[config.mk]
export PLATFORM = sky130hd
export DESIGN_NAME = axil2cpu_bridge
export DESIGN_NICKNAME = d
export VERILOG_FILES = /design/src/rtl/axil2cpu_bridge.sv
export SDC_FILE = /design/constraint.sdc
export NUM_CORES = 1
export LEC_CHECK = 0
export ABC_AREA = 1
export ABC_CLOCK_PERIOD_IN_PS = 3300
export CAP_MARGIN = 20
export CORE_UTILIZATION = 41
export CTS_CLUSTER_DIAMETER = 100
export CTS_CLUSTER_SIZE = 28
export DETAILED_ROUTE_END_ITERATION = 8
export GPL_TIMING_DRIVEN = 0
export HOLD_SLACK_MARGIN = 0.08
export PLACE_DENSITY = 0.82
export SETUP_SLACK_MARGIN = 0.2
export SLEW_MARGIN = 10
export SYNTH_ARGS = -nofsm -noshare
export SYNTH_HDL_FRONTEND = slang
export SYNTH_SLANG_ARGS = --single-unit
[constraint.sdc]
create_clock -name clks -period 3.3 [get_ports clks]
set_clock_uncertainty 0.2 [all_clocks]
set_input_delay 0.66 -clock clks [delete_from_list [all_inputs] [get_ports clks]]
set_output_delay 0.66 -clock clks [all_outputs]
set_load 0.05 [all_outputs]
[src/rtl/axil2cpu_bridge.sv]
// AXI4-Lite slave to single-beat cpu_wr/cpu_rd register bus bridge.
// Serialises reads and writes; one transaction outstanding at a time.
module axil2cpu_bridge #(
  parameter int AXI_ADDR_WIDTH = 32,
  parameter int CPU_ADDR_WIDTH = 12,
  parameter int CPU_DATA_WIDTH = 32,
  parameter int RD_LAT         = 2
) (
  input  logic                        clks,
  input  logic                        reset,
  input  logic                        s_awvalid,
  output logic                        s_awready,
  input  logic [AXI_ADDR_WIDTH-1:0]   s_awaddr,
  input  logic                        s_wvalid,
  output logic                        s_wready,
  input  logic [CPU_DATA_WIDTH-1:0]   s_wdata,
  input  logic [CPU_DATA_WIDTH/8-1:0] s_wstrb,
  output logic                        s_bvalid,
  input  logic                        s_bready,
  output logic [1:0]                  s_bresp,
  input  logic                        s_arvalid,
  output logic                        s_arready,
  input  logic [AXI_ADDR_WIDTH-1:0]   s_araddr,
  output logic                        s_rvalid,
  input  logic                        s_rready,
  output logic [CPU_DATA_WIDTH-1:0]   s_rdata,
  output logic [1:0]                  s_rresp,
  output logic                        cpu_wr,
  output logic                        cpu_rd,
  output logic [CPU_ADDR_WIDTH-1:0]   cpu_wr_addr,
  output logic [CPU_DATA_WIDTH-1:0]   cpu_data_in,
  input  logic [CPU_DATA_WIDTH-1:0]   cpu_data_out
);

  typedef enum logic [2:0] {
    IDLE,
    WR_ISSUE,
    WR_RESP,
    RD_ISSUE,
    RD_WAIT,
    RD_RESP
  } state_t;

  localparam logic [2:0] LAT_M1 = 3'(RD_LAT - 1);

  state_t                    state, state_nxt;
  logic                      last_wr;
  logic                      wr_req, rd_req;
  logic                      grant_wr, grant_rd;
  logic                      strb_full;
  logic [2:0]                lat_cnt;
  logic [CPU_ADDR_WIDTH-1:0] aw_word, ar_word;
  logic                      unused_addr_bits;

  assign wr_req    = s_awvalid && s_wvalid;
  assign rd_req    = s_arvalid;
  assign aw_word   = s_awaddr[CPU_ADDR_WIDTH+1:2];
  assign ar_word   = s_araddr[CPU_ADDR_WIDTH+1:2];
  assign strb_full = &s_wstrb;
  // Byte-lane and high address bits alias onto the same register word.
  assign unused_addr_bits = ^{s_awaddr, s_araddr};

  always_comb begin
    grant_wr  = 1'b0;
    grant_rd  = 1'b0;
    state_nxt = state;
    case (state)
      IDLE: begin
        // Contended grant alternates; last_wr resets low so a write wins first.
        if (reset) begin
          if (wr_req && (!rd_req || !last_wr)) grant_wr = 1'b1;
          else if (rd_req)                     grant_rd = 1'b1;
        end
        if (grant_wr)      state_nxt = WR_ISSUE;
        else if (grant_rd) state_nxt = RD_ISSUE;
      end
      WR_ISSUE: state_nxt = WR_RESP;
      WR_RESP:  if (s_bready) state_nxt = IDLE;
      RD_ISSUE: state_nxt = RD_WAIT;
      RD_WAIT:  if (lat_cnt == 3'd0) state_nxt = RD_RESP;
      RD_RESP:  if (s_rready) state_nxt = IDLE;
      default:  state_nxt = IDLE;
    endcase
  end

  assign s_awready = grant_wr;
  assign s_wready  = grant_wr;
  assign s_arready = grant_rd;
  assign s_bvalid  = (state == WR_RESP);
  assign s_rvalid  = (state == RD_RESP);
  assign s_rresp   = 2'b00;

  always_ff @(posedge clks or negedge reset) begin
    if (!reset) begin
      state       <= IDLE;
      last_wr     <= 1'b0;
      lat_cnt     <= '0;
      cpu_wr      <= 1'b0;
      cpu_rd      <= 1'b0;
      cpu_wr_addr <= '0;
      cpu_data_in <= '0;
      s_bresp     <= '0;
      s_rdata     <= '0;
    end else begin
      state  <= state_nxt;
      cpu_wr <= 1'b0;
      cpu_rd <= 1'b0;
      if (grant_wr) begin
        last_wr     <= 1'b1;
        cpu_wr_addr <= aw_word;
        cpu_data_in <= s_wdata;
        cpu_wr      <= strb_full;
        s_bresp     <= strb_full ? 2'b00 : 2'b10;
      end
      if (grant_rd) begin
        last_wr     <= 1'b0;
        cpu_wr_addr <= ar_word;
        cpu_rd      <= 1'b1;
        lat_cnt     <= LAT_M1;
      end
      // Counter spans RD_LAT cycles after the cpu_rd strobe cycle.
      if (state == RD_WAIT) begin
        lat_cnt <= lat_cnt - 3'd1;
        if (lat_cnt == 3'd0) s_rdata <= cpu_data_out;
      end
    end
  end

endmodule

==> metrics.txt <==
average via count per standard cell=4.65; TritonCTS Sinks=86; largest net degree at the start of global routing=50; setup violators final=0; post-route clock period utilization=91.9%; number of violations of the max-capacitance limit=0; share of the yosys chip area belonging to registers=a little under three fifths; overall routing resource usage=a little over a fifth; first-pass GRT wire length=16.4 mm; worst reg2reg setup slack=between 1000 and 1500 ps; clock group share of total power=a little over a tenth; slowest stage cell, crit path=clkdlybuf4s50_1; half-perimeter wire length after detailed placement=between 7 and 8 mm; gp weighted congestion=between 0.8 and 0.9; reg-to-reg critical path endpoint=cpu_data_in[12]$_DFFE_PN0P_; overall die width=98.7 um; count of nets after finishing=785; number of cells on the worst reg-to-reg path=8; part of the total power dissipated in combinational logic=roughly three fifths; Cell Chain, Critical Path=clkdlybuf4s50_1, a21oi_4, nand3_4, inv_6, buf_4, buf_4, clkbuf_4; total cell area at the placement stage=roughly 0.0058 mm^2; Std-Cell Rows=34; classification of the worst-slack hold path=flip-flop to flip-flop; shortest clock period the worst path allows after layout=just over 3000 ps; number of instances on the worst hold path=2; cell at the root of the clock tree=clkbuf_8; post-synth cell types=27; critical path class=primary input to output port; Critical R2R Launch=state[0]$_DFFE_PN0P_; number of detailed-route iterations in the first pass=4; placed insts=roughly 730; reported net switching power=about 3200 uW; power consumption=6370 uW; relative slew slack=roughly 63%; asr flop ratio synth=100%; Core Box Area=slightly below 0.009 mm^2; number of buffers between clock root and the deepest sink=2; I/O pin count=~230; register area=roughly 0.0022 mm^2; growth of design area from synthesis to finish=58.7%; Crit path top cell by count=buf_4; dominant cells by area after synthesis=dfrtp_1, nand2_1, inv_1; number of antenna cells inserted=0; number of endpoints with negative hold slack in the final report=0; area used by multi-input combinational logic=approximately 0.0013 mm^2; worst voltage drop across the vdd grid=0.577 mV; hold path endpoint=cpu_data_in[24]$_DFFE_PN0P_; netlist area before placement=between 0.003 and 0.004 mm^2; starting utilization of the core area=between 40% and 50%; data arrival time at the worst-slack endpoint=2170 ps; post-route cell area=0.00608 mm^2; antenna-violating nets left=0; number of storage elements in the synthesis netlist=between 80 and 90; Worst Max-Slew Pin Slew=~550 ps; die span in y=about 99 um; maximum clock rate=about 330 MHz; Die Footprint=0.00973 mm^2; required time of the critical path=about 2400 ps; power per cell area=about 1000 mW/mm^2; number of flops mapped to enable cells by yosys=0; final slew viol count=0; Filler Cell Count=around 730; post-synth top area share=a little under three fifths; net switching share of the total power=between 50 and 60%; number of DRC violations after detailed routing=0; number of antenna violations at the first check in global routing=0; final standard cell count with taps included and fillers excluded=757; Pint=between 3000 and 4000 uW; largest area contributor in the synthesized netlist=dfrtp_1; unrepaired setup endpoints after global routing=yes; total global routing overflow=0; cell types with the highest counts after synthesis=nand2_1, dfrtp_1, inv_1, nor2_1, o21ai_1; CTS tree=built; CP Launch Type=primary input; most used standard cell by instance count after synthesis=nand2_1; clock buffers created by TritonCTS=9; number of DRC markers in iteration 0=a little over 90; gate count of the mapped netlist=approximately 440; YS warnings=0; IO Port Bufs=182; clock slew seen by the registers of the worst setup and hold paths=around 90 ps; Critical Path End Type=output port; via count=~3500; clock insertion delay at the later pin of the skew report=about 340 ps; Hold Crit Start=cpu_data_in[24]$_DFFE_PN0P_; sequential power share=between 20 and 30%; run status=finished, final reports clean; final WL=9.81 mm; wire per inst=13.0 um; level count of the clock H-tree=3; Synth Area per Inst=roughly 8.7 um^2; Worst path max stage delay=slightly below 500 ps; prevailing post-synth register cell=dfrtp_1; vias in the first global route=3555; ratio of cells with drive above 1 in the final layout=10.6%; leakage power of the design=just over 0.003 uW; largest fanout on the critical path=11
[sequential cells by signal (all words and copies together), names as in the netlist, 3 cells and up]
signal       count
cpu_wr_addr     12
state            3
cpu_data_in     32
lat_cnt          3
s_rdata         32
[power groups by stage]
stage	clock network (uW)	registers (uW)	logic, uW
after floorplan	0	3470	889
after global placement	0	1840	3780
after detailed placement	0	1860	3850
after CTS	704	1850	3860
after global routing	753	1910	4080
final	682	1850	3840
[logic make-up (layout without fill, tap and decap cells)]
kind of cell	Yosys count	count (layout)	share of synthesized area, %
buf+inv	80	286	10.0
other cells	1	3	0.0979
flops	86	86	56.2
xor+xnor	1	1	0.229
simple gates	235	235	26.7
fa+ha+maj	2	2	0.653
compound gates	36	36	6.08
[worst max-delay path, delay by kind of cell]
kind            cells  cell delay, ps
buf+inv             5            1110
compound gates      1             240
simple gates        1             160
[repair_timing]
action / CTS / global route
pin swaps: 0 / 1
hold buffers: 2 / 0
endpoints found under the hold margin: 37 / 0
setup buffers: 0 / 5
resized for setup: 16 / 5
setup endpoints to repair: 3 / 3
[cells in the final DEF (no fill, tap or decap), types with 3 or more instances in the layout]
cell type        instances
clkdlybuf4s50_1        178
nand2_1                159
dfrtp_1                 86
inv_1                   54
nor2_1                  34
o21ai_1                 19
nand4_1                 13
o21ai_2                 13
buf_4                   12
nand3b_1                12
clkbuf_8                10
nand3_1                  8
buf_6                    7
clkbuf_1                 5
buf_2                    5
nand2_2                  3
conb_1                   3
clkinv_4                 3
[metrics by stage]
stage | util [%] | setup slack [ps] | hold slack (ps) | TNS, ps
2_1_floorplan | - | 782 | 164 | 0
3_3_place_gp | 65.2 | -3470 | 262 | -267000
3_5_place_dp | 65.5 | -469 | 265 | -1230
4_1_cts | 67.9 | 121 | 287 | 0
5_1_grt | 68.4 | 174 | 307 | 0
6_report | 68.4 | 268 | 281 | 0
[area by class of cell]
type,count,area share [%]
repair buffers,190,31.4
flip-flops and latches,86,35.4
plain buffers,23,2.80
multi-input cells,277,21.5
clock inverters,5,0.700
well taps,108,2.22
clock buffers,11,2.33
inverters,57,3.60
[routing by layer]
layer | vias up | track usage (%) | wire length [um]
li1 | 1749 | - | -
met1 | 1631 | 26.8 | 4280
met2 | 135 | 36.2 | 4790
met3 | 8 | 5.46 | 655
met4 | 0 | 6.43 | 87
met5 | - | 0 | 0
[how the worst max path moves through the flow]
stage                     endpoint      start  cells after the start
final                     s_wready  s_arvalid                      7
after global routing      s_wready  s_awvalid                      8
after CTS                 s_wready   s_wvalid                      8
after detailed placement  s_wready   s_wvalid                      8
after global placement    s_wready      reset                      7
after floorplan           s_wready  s_awvalid                      6
Note: power is estimated with default switching activity, not from simulation.
